### config.mk
export PLATFORM = sky130hd
export DESIGN_NAME = bus_region_decoder
export DESIGN_NICKNAME = d
export VERILOG_FILES = /design/src/rtl/bus_decode_pkg.sv /design/src/rtl/region_match.sv /design/src/rtl/bus_region_decoder.sv
export SDC_FILE = /design/constraint.sdc
export NUM_CORES = 1
export LEC_CHECK = 0
export CORE_MARGIN = 3
export CORE_UTILIZATION = 52
export CTS_CLUSTER_DIAMETER = 120
export DETAILED_ROUTE_END_ITERATION = 8
export MAX_ROUTING_LAYER = met4
export PLACE_DENSITY = 0.76
export SYNTH_ARGS = -nofsm -noshare
export SYNTH_HDL_FRONTEND = slang
export SYNTH_HIERARCHICAL = 1
export SYNTH_SLANG_ARGS = --single-unit
### constraint.sdc
create_clock -name clk -period 5.5 [get_ports clk]
set_input_delay 1.1 -clock clk [delete_from_list [all_inputs] [get_ports clk]]
set_output_delay 1.1 -clock clk [all_outputs]
set_load 0.03 [all_outputs]
### src/rtl/bus_decode_pkg.sv
// Shared types and constants for the bus region decoder.
// Holds the FSM state encoding, region entry layout and reset table.
// Default parameter values live here so every file agrees on them.
package bus_decode_pkg;

  localparam int DEF_ADDR_W      = 16;
  localparam int DEF_NUM_REGIONS = 4;
  localparam int DEF_WS_W        = 4;

  typedef enum logic [1:0] {
    IDLE   = 2'd0,
    ACCESS = 2'd1,
    ERROR  = 2'd2
  } state_t;

  // One region table entry at the default widths.
  typedef struct packed {
    logic                  en;
    logic [DEF_ADDR_W-1:0] base;
    logic [DEF_ADDR_W-1:0] mask;
    logic [DEF_WS_W-1:0]   ws;
  } region_t;

  // Reset table: lower half of the address space is memory, upper half is I/O.
  // Only the address MSB is significant in base/mask, so these scale to any ADDR_W.
  localparam region_t RESET_ENTRY0 = '{en: 1'b1, base: 16'h0000, mask: 16'h8000, ws: 4'd0};
  localparam region_t RESET_ENTRY1 = '{en: 1'b1, base: 16'h8000, mask: 16'h8000, ws: 4'd0};

endpackage

### src/rtl/region_match.sv
// Single region comparator: masked address compare gated by the entry enable.
// Latency: purely combinational.
// Backpressure: none; evaluated every cycle against the live request address.
module region_match #(
  parameter int ADDR_W = 16
) (
  input  logic              en,
  input  logic [ADDR_W-1:0] base,
  input  logic [ADDR_W-1:0] mask,
  input  logic [ADDR_W-1:0] addr,
  output logic              hit
);

  // A zero mask makes the compare trivially true, so such an entry matches everything.
  assign hit = en && ((addr & mask) == (base & mask));

endmodule

### src/rtl/bus_region_decoder.sv
// Programmable address decoder: one-hot region select with per-region wait states.
// Latency: sel/ack from T+1; hit holds sel for ws+1 cycles, miss acks with err on T+1.
// Backpressure: req_ready is high only in IDLE; requests are taken one at a time.
module bus_region_decoder
  import bus_decode_pkg::*;
#(
  parameter int ADDR_W      = DEF_ADDR_W,
  parameter int NUM_REGIONS = DEF_NUM_REGIONS,
  parameter int WS_W        = DEF_WS_W,
  parameter int IDX_W       = $clog2(NUM_REGIONS)
) (
  input  logic                   clk,
  input  logic                   rst,
  input  logic                   req_valid,
  input  logic [ADDR_W-1:0]      req_addr,
  output logic                   req_ready,
  output logic [NUM_REGIONS-1:0] sel,
  output logic                   ack,
  output logic                   err,
  input  logic                   cfg_we,
  input  logic [IDX_W-1:0]       cfg_idx,
  input  logic                   cfg_en,
  input  logic [ADDR_W-1:0]      cfg_base,
  input  logic [ADDR_W-1:0]      cfg_mask,
  input  logic [WS_W-1:0]        cfg_ws
);

  typedef struct packed {
    logic              en;
    logic [ADDR_W-1:0] base;
    logic [ADDR_W-1:0] mask;
    logic [WS_W-1:0]   ws;
  } entry_t;

  // Map the package reset entries onto this instance's widths (only the MSB matters).
  function automatic entry_t reset_entry(input int i);
    entry_t e;
    e = '0;
    if (i == 0) begin
      e.en               = RESET_ENTRY0.en;
      e.base[ADDR_W-1]   = RESET_ENTRY0.base[DEF_ADDR_W-1];
      e.mask[ADDR_W-1]   = RESET_ENTRY0.mask[DEF_ADDR_W-1];
      e.ws               = WS_W'(RESET_ENTRY0.ws);
    end else if (i == 1) begin
      e.en               = RESET_ENTRY1.en;
      e.base[ADDR_W-1]   = RESET_ENTRY1.base[DEF_ADDR_W-1];
      e.mask[ADDR_W-1]   = RESET_ENTRY1.mask[DEF_ADDR_W-1];
      e.ws               = WS_W'(RESET_ENTRY1.ws);
    end
    return e;
  endfunction

  entry_t                 tbl [NUM_REGIONS];
  logic [NUM_REGIONS-1:0] hit_vec;
  logic                   any_hit;
  logic [IDX_W-1:0]       win_idx;
  logic [NUM_REGIONS-1:0] win_sel;
  logic [WS_W-1:0]        win_ws;
  logic                   cfg_ok;
  state_t                 state;
  logic [WS_W-1:0]        cnt_q;

  for (genvar g = 0; g < NUM_REGIONS; g++) begin : g_match
    region_match #(.ADDR_W(ADDR_W)) u_match (
      .en   (tbl[g].en),
      .base (tbl[g].base),
      .mask (tbl[g].mask),
      .addr (req_addr),
      .hit  (hit_vec[g])
    );
  end

  // Priority encode: scan from the top so the lowest matching index wins.
  always_comb begin
    any_hit = |hit_vec;
    win_idx = '0;
    for (int i = NUM_REGIONS - 1; i >= 0; i--) begin
      if (hit_vec[i]) win_idx = IDX_W'(i);
    end
    win_sel          = '0;
    win_sel[win_idx] = any_hit;
    win_ws           = tbl[win_idx].ws;
  end

  // Out-of-range indices are dropped rather than aliasing onto a real entry.
  assign cfg_ok = cfg_we && (32'(cfg_idx) < 32'(NUM_REGIONS));

  // Region table: reloads on reset; a write lands at the edge, after any same-cycle decode.
  always_ff @(posedge clk or posedge rst) begin
    if (rst) begin
      for (int i = 0; i < NUM_REGIONS; i++) tbl[i] <= reset_entry(i);
    end else if (cfg_ok) begin
      tbl[cfg_idx] <= '{en: cfg_en, base: cfg_base, mask: cfg_mask, ws: cfg_ws};
    end
  end

  // Request FSM with registered outputs; ACCESS runs on its latched select and count.
  always_ff @(posedge clk or posedge rst) begin
    if (rst) begin
      state     <= IDLE;
      cnt_q     <= '0;
      req_ready <= 1'b1;
      sel       <= '0;
      ack       <= 1'b0;
      err       <= 1'b0;
    end else begin
      case (state)
        IDLE: begin
          if (req_valid) begin
            req_ready <= 1'b0;
            if (any_hit) begin
              state <= ACCESS;
              cnt_q <= win_ws;
              sel   <= win_sel;
              ack   <= (win_ws == '0);
            end else begin
              state <= ERROR;
              ack   <= 1'b1;
              err   <= 1'b1;
            end
          end
        end
        ACCESS: begin
          if (cnt_q != '0) begin
            cnt_q <= cnt_q - 1'b1;
            ack   <= (cnt_q == WS_W'(1));
          end else begin
            state     <= IDLE;
            sel       <= '0;
            ack       <= 1'b0;
            req_ready <= 1'b1;
          end
        end
        ERROR: begin
          state     <= IDLE;
          ack       <= 1'b0;
          err       <= 1'b0;
          req_ready <= 1'b1;
        end
        default: begin
          state     <= IDLE;
          sel       <= '0;
          ack       <= 1'b0;
          err       <= 1'b0;
          req_ready <= 1'b1;
        end
      endcase
    end
  end

endmodule
==> impl_metrics.csv, run 1 <==
group,metric,value,unit
pwr,ir_drop,0.2294,mV
worst_setup_path,max_stage_delay,0.61,ns
timing,fmax,278.6,MHz
final_layout,utilization,65.11,%
synth,synthesis.nets,591,
final_layout,multi_input_area,3162,µm²
min_path,worstHoldStart,"tbl[112]",
worst_setup_path,worstPathCellList,"clkdlybuf4s50_1 > xor2_1 > a22oi_1 > nand4_1 > a2111oi_2 > nor3_1 > o22ai_1 > or4b_1 > o31ai_2",
floorplanning,core_area,13510,µm²
floorplanning,rows,42,
clocking,ctsHtreeMaxLevel,4,
floorplanning,die_w,124.8,µm
timing,slew_headroom,55.39,%
worst_setup_path,arrival,3.92,ns
worst_setup_path,critPathTopFamily,"compound AO/OA/AOI/OAI gates",
global_routing,grt_pass1_vias,4726,
worst_setup_path,endpoint_kind,"flip-flop",
worst_setup_path,path_class,"in2reg",
clocking,cts_buffer_depth,2,
synth,yosys-top-cells-area,"dfrtp_1 53%, mux2_2 23%, xor2_1 7.8%",
pwr,p_leak,0.003767,µW
clocking,cts.sinks,161,
worst_setup_path,rr_worst_depth,8,
timing,fin_crit_sh,65.26,%
final_layout,post-route-cell-area,8793,µm²
place,hpwl,10110,µm
detailed_routing,drtIter0Drc,431,
detailed_routing,wl,14880,µm
synth,async_reset_ff_share,100.0,%
global_routing,grt_max_degree,75,
pwr,power_density,397.0,nW/µm²
min_path,hold_path_class,"reg2reg",
timing,fin_worst_skew,0.005124,ns
outcome,outcome,"finished clean",
final_layout,antenna_cells,0,
timing,slew_viol_final,0,
timing,final.setup.tns,0,ns
synth,syn_area,7337,µm²
global_routing,antenna_found_initial,0,
worst_setup_path,cp_num_buf_inv,1,
clocking,numCtsBuffers,17,
detailed_routing,wl_per_cell,18.84,µm
final_layout,area_delta_synth_final,19.85,%
floorplanning,die_h,124.8,µm
synth,ys.flop_type,"dfrtp_1",
detailed_routing,dr.pass1.iters,4,
clocking,cts_tree,"yes",
synth,ys_seq_elements,161,
timing,period_needed,3.589,ns
worst_setup_path,r2r_start,"tbl[27]",
synth,synthTopCellsByCount,"155 x dfrtp_1, 148 x mux2_2, 65 x xor2_1",
final_layout,seq_area,4036,µm²
detailed_routing,num_vias,4525,
synth,synth_top_area_share,52.86,%
detailed_routing,drc,0,
final_layout,fill_cells,949,
global_routing,grt_overflow,0,
clocking,clock_latency,0.42,ns
clocking,ctsHoldBuffers,0,
place,gp_congestion,0.8490,
timing,rsz0062_at_grt,"no",
worst_setup_path,timing.rr.end,"ack",
min_path,worstHoldEndpoint,"tbl[112]",
timing,timing.final.hold_violations,0,
worst_setup_path,cp_max_fo,6,
synth,ys_seq_area_share,55.01,%
clocking,post-cts-setup-buffers,0,
timing,max_slew.worst_pin.slew,0.6692,ns
final_layout,drive_above_1_share,34.04,%
timing,setup_viol,0,
place,placed_cell_area,8175,µm²
floorplanning,num_io_pins,66,
synth,synth_warnings,6,
clocking,post_cts_resize_count,0,
clocking,clockRootBuffer,"clkbuf_16",
worst_setup_path,crit_path_start_kind,"primary input",
worst_setup_path,cp.required,5.84,ns
global_routing,grt_first_pass_wirelength,25080,µm
floorplanning,start_util,54.33,%
worst_setup_path,cp_slowest_cell,"a2111oi_2",
synth,syn_inst,530,
detailed_routing,viasPerCell,5.728,
global_routing,grt_use_total,20.80,%
synth,syn_avg_cell_area,13.84,µm²
clocking,clk_pin_slew,0.06,ns
worst_setup_path,worst-r2r-setup-slack,2.77,ns
flow_run,maxCapViolations,0,
detailed_routing,ant_nets,0,
synth,yosysMostFrequentCell,"dfrtp_1",
synth,yosys.cell_types.count,46,
synth,yosysTopAreaCell,"dfrtp_1",
min_path,worstHoldPathCells,1,
synth,synth_edf_count,0,
place,io_buffers,65,
floorplanning,die_area,15570,µm²
final_layout,nets,663,
[area by class of cell]
cell class | instances | share of cell area, %
flip-flops and latches | 161 | 45.90
repair buffers | 74 | 8.167
multi-input cells | 339 | 35.96
clock buffers | 20 | 5.194
clock inverters | 11 | 1.836
inverters | 9 | 0.4411
well taps | 176 | 2.504
[worst max-delay path by stage]
stage | startpoint | endpoint | slack (ns) | cells after the start
floorplan | rst | ack | 0.06 | 1
global placement | req_addr[7] | ack | 1.56 | 9
detailed placement | req_addr[7] | ack | 1.50 | 9
CTS | req_addr[7] | ack | 1.94 | 9
global route | req_addr[7] | ack | 1.65 | 9
finish | req_addr[7] | ack | 1.91 | 9
[kinds of logic after synthesis]
family	count (synthesis)	synth area share (%)
DFF	161	55.01
muxes	148	22.71
AOI/OAI and AO/OA	70	7.555
xor gates and xnor gates	65	7.759
and+or+nand+nor	54	4.588
buffers and inverters	30	2.029
adders and majority gates	2	0.3410
[worst register-to-register path: stages (launching register included)]
cell and delay [ns]:
dfrtp_1 0.38, xor2_1 0.15, a22oi_1 0.30, nand4_1 0.23, a2111oi_2 0.62, nor3_1 0.18, o22ai_1 0.15, or4b_1 0.46
o31ai_2 0.18
[cell usage in the layout (no fill, tap or decap), drive strengths merged, types with 3 or more instances in the layout]
cell type	count
o31ai	3
a221oi	3
o22ai	3
mux2	148
and3	3
a2111oi	4
a22oi	24
nor3b	5
dfrtp	155
inv	9
o21ai	6
nor2b	6
nand2	9
xor2	65
nand4	8
nand3b	4
a22o	5
bufinv	4
nor3	4
dfstp	6
clkbuf	20
nor2	8
clkinv	6
a21oi	12
buf	9
clkdlybuf4s50	65
[through the flow]
step / hold WS [ns] / power [µW] / cells / setup WS, ns
6_report: 0.5044 / 3491 / 790 / 1.911
4_1_cts: 0.5065 / 3524 / 790 / 1.943
3_5_place_dp: 0.4935 / 2284 / 759 / 1.498
3_3_place_gp: 0.4870 / 2246 / 759 / 1.556
2_1_floorplan: 0.4741 / 2045 / 530 / 0.06166
5_1_grt: 0.5203 / 3665 / 790 / 1.654
[power breakdown]
part           total [µW]  switching, µW  internal [µW]
sequential           1580            157           1430
clock                1230            452            777
combinational         679            316            363
total                3490            925           2570
[state kept, by name, indices dropped and copies added, names as in the netlist]
register   cells
req_ready      1
state          2
sel            4
tbl          148
err            1
cnt_q          4
ack            1
[per-layer routing]
layer	routed length, µm	vias to the layer above	share of wire [%]	track usage [%]
li1	-	2076	-	-
met1	7014	2350	47	28.29
met2	7105	79	48	31.20
met3	500	20	3.4	4.202
met4	261	0	1.8	7.737
met5	0	-	0	-
No activity file was read; power rests on OpenSTA's default activity.
==> run 2, diff against run 1 <==
--- a/config.mk
+++ b/config.mk
@@ -6,11 +6,11 @@
 export NUM_CORES = 1
 export LEC_CHECK = 0
 export CORE_MARGIN = 3
-export CORE_UTILIZATION = 52
+export CORE_UTILIZATION = 58
 export CTS_CLUSTER_DIAMETER = 120
 export DETAILED_ROUTE_END_ITERATION = 8
 export MAX_ROUTING_LAYER = met4
-export PLACE_DENSITY = 0.76
+export PLACE_DENSITY = 0.8
 export SYNTH_ARGS = -nofsm -noshare
 export SYNTH_HDL_FRONTEND = slang
 export SYNTH_HIERARCHICAL = 1
==> constraint.sdc (replaced) <==
create_clock -name clk -period 3.6 [get_ports clk]
set_input_delay 0.72 -clock clk [delete_from_list [all_inputs] [get_ports clk]]
set_output_delay 0.72 -clock clk [all_outputs]
set_load 0.03 [all_outputs]
==> run 2 against run 1 <==
Count of clock-buffer cells in the layout is 1 higher. Cell count is 0.63% lower. Critical path depth rose by 1. Clock skew is 0.0029 ns higher. Routed wire length up 0.67%. Non-clock buffer count rose by 2. Register-to-register slack worse by 1.8 ns. Global-route usage grew 2.4 points. Die area is 9.9% lower. Largest cell class unchanged. Hold slack improved by 0.0012 ns. Flip-flop and latch count did not move. Total power up 49%. Highest routed layer unchanged.
==> impl_metrics.csv, run 2 (synthesis gave the netlist of run 1 again) <==
group,metric,value,unit
worst_setup_path,worst-r2r-setup-slack,0.95,ns
floorplanning,num_io_pins,66,
worst_setup_path,worstPathCellList,"clkdlybuf4s50_1 > xor2_1 > a22oi_1 > nand4_1 > a2111oi_2 > buf_4 > nor3_1 > o22ai_1 > or4b_1 > o31ai_2",
floorplanning,core_area,12210,µm²
worst_setup_path,crit_path_start_kind,"primary input",
worst_setup_path,cp.required,3.93,ns
place,gp_congestion,0.8634,
pwr,ir_drop,0.4374,mV
timing,final.setup.tns,0,ns
worst_setup_path,arrival,3.47,ns
pwr,power_density,594.0,nW/µm²
detailed_routing,wl_per_cell,19.08,µm
clocking,ctsHoldBuffers,0,
final_layout,antenna_cells,0,
flow_run,maxCapViolations,0,
final_layout,multi_input_area,3162,µm²
final_layout,fill_cells,891,
global_routing,antenna_found_initial,0,
final_layout,top_register,"tbl",
timing,timing.final.hold_violations,0,
detailed_routing,num_vias,4525,
timing,fin_worst_skew,0.008057,ns
worst_setup_path,timing.rr.end,"ack",
timing,rsz0062_at_grt,"no",
final_layout,seq_area,4036,µm²
timing,max_slew.worst_pin.slew,0.5771,ns
floorplanning,rows,40,
outcome,outcome,"finished clean",
clocking,ctsHtreeMaxLevel,4,
clocking,clockRootBuffer,"clkbuf_16",
detailed_routing,drc,0,
final_layout,largest_register_ffs,148,
final_layout,nets,665,
timing,fmax,318.1,MHz
global_routing,grt_overflow,0,
clocking,clk_pin_slew,0.06,ns
detailed_routing,ant_nets,0,
final_layout,post-route-cell-area,8777,µm²
worst_setup_path,endpoint_kind,"flip-flop",
worst_setup_path,cp_num_buf_inv,2,
place,hpwl,10160,µm
final_layout,final_common_cell,"dfrtp_1",
final_layout,reg.largest.list,"tbl x148, cnt_q x4, sel x4",
timing,fin_crit_sh,87.32,%
worst_setup_path,critPathTopFamily,"compound AO/OA/AOI/OAI gates",
global_routing,grt_first_pass_wirelength,25100,µm
detailed_routing,viasPerCell,5.764,
floorplanning,die_area,14040,µm²
clocking,post-cts-setup-buffers,0,
detailed_routing,drtIter0Drc,313,
final_layout,mostFrequentLayoutCells,"155 x dfrtp_1, 148 x mux2_2, 65 x xor2_1, 65 x clkdlybuf4s50_1, 24 x a22oi_1",
place,io_buffers,65,
worst_setup_path,path_class,"in2reg",
final_layout,area_delta_synth_final,19.63,%
worst_setup_path,rr_worst_depth,9,
detailed_routing,dr.pass1.iters,4,
worst_setup_path,cp_slowest_cell,"clkdlybuf4s50_1",
min_path,hold_path_class,"reg2reg",
place,placed_cell_area,8204,µm²
clocking,clock_latency,0.42,ns
timing,slew_viol_final,0,
worst_setup_path,r2r_start,"tbl[70]",
min_path,worstHoldPathCells,2,
clocking,cts_buffer_depth,2,
floorplanning,die_h,118.5,µm
global_routing,grt_max_degree,80,
floorplanning,start_util,60.08,%
worst_setup_path,max_stage_delay,0.52,ns
global_routing,grt_pass1_vias,4858,
clocking,cts.sinks,161,
clocking,post_cts_resize_count,0,
min_path,worstHoldStart,"err",
detailed_routing,wl,14980,µm
global_routing,grt_use_total,23.25,%
timing,slew_headroom,61.44,%
final_layout,drive_above_1_share,34.20,%
floorplanning,die_w,118.5,µm
clocking,numCtsBuffers,17,
pwr,p_leak,0.003755,µW
timing,period_needed,3.143,ns
timing,setup_viol,0,
min_path,worstHoldEndpoint,"err",
worst_setup_path,cp_max_fo,12,
clocking,cts_tree,"yes",
==> run 2: cell count changes in the layout (fill, tap and decap cells not counted), sizes merged <==
| cell | change |
|---|---|
| clkinvlp | +3 |
| buf | +2 |
| bufinv | -2 |
| clkbuf | +1 |
| inv | -1 |
==> run 2: worst max path at each step <==
stage | start | endpoint | slack, ns | cells after the start
global route | req_addr[13] | cnt_q[1] | 0.23 | 10
global placement | req_addr[13] | ack | 0.09 | 10
CTS | req_addr[13] | ack | 0.45 | 10
detailed placement | req_addr[13] | ack | 0.03 | 10
finish | req_addr[11] | ack | 0.46 | 10
floorplan | rst | ack | 0.84 | 1
==> run 2: per-layer routing <==
layer  share of wire [%]  global-route usage, %
met4                 1.8                  7.458
met5                   0                      -
met3                 3.8                  5.789
met1                  45                  31.00
met2                  49                  35.51
==> run 2: tightest hold or removal path, delay by kind of cell, from the launching register on <==
family | cells | cell delay (ns)
flip-flops | 1 | 0.34
AO/OA/AOI/OAI | 1 | 0.04
AND/OR/NAND/NOR | 1 | 0.08
==> run 2: layout make-up <==
type / instances / share of cell area, %
clock buffer: 21 / 5.246
clock inverter: 11 / 1.283
inverter: 9 / 0.4277
multi-input combinational: 339 / 36.02
sequential: 161 / 45.99
tap: 168 / 2.395
timing repair buffer: 76 / 8.639
==> run 2: power by group <==
| part | internal [µW] | switching [µW] |
|---|---|---|
| sequential | 2180 | 244 |
| clock | 1050 | 700 |
| combinational | 558 | 485 |
==> run 2: stage by stage <==
| stage | setup slack, ns | total power [µW] | std cells | hold slack (ns) | util [%] |
|---|---|---|---|---|---|
| after floorplan | 0.8421 | 3125 | 530 | 0.4741 | - |
| after global placement | 0.09173 | 3429 | 753 | 0.4802 | 67.18 |
| after detailed placement | 0.02943 | 3490 | 753 | 0.4940 | 67.18 |
| after CTS | 0.4530 | 5244 | 785 | 0.5078 | 71.88 |
| after global routing | 0.2316 | 5464 | 785 | 0.5141 | 71.88 |
| final | 0.4566 | 5214 | 785 | 0.5056 | 71.88 |
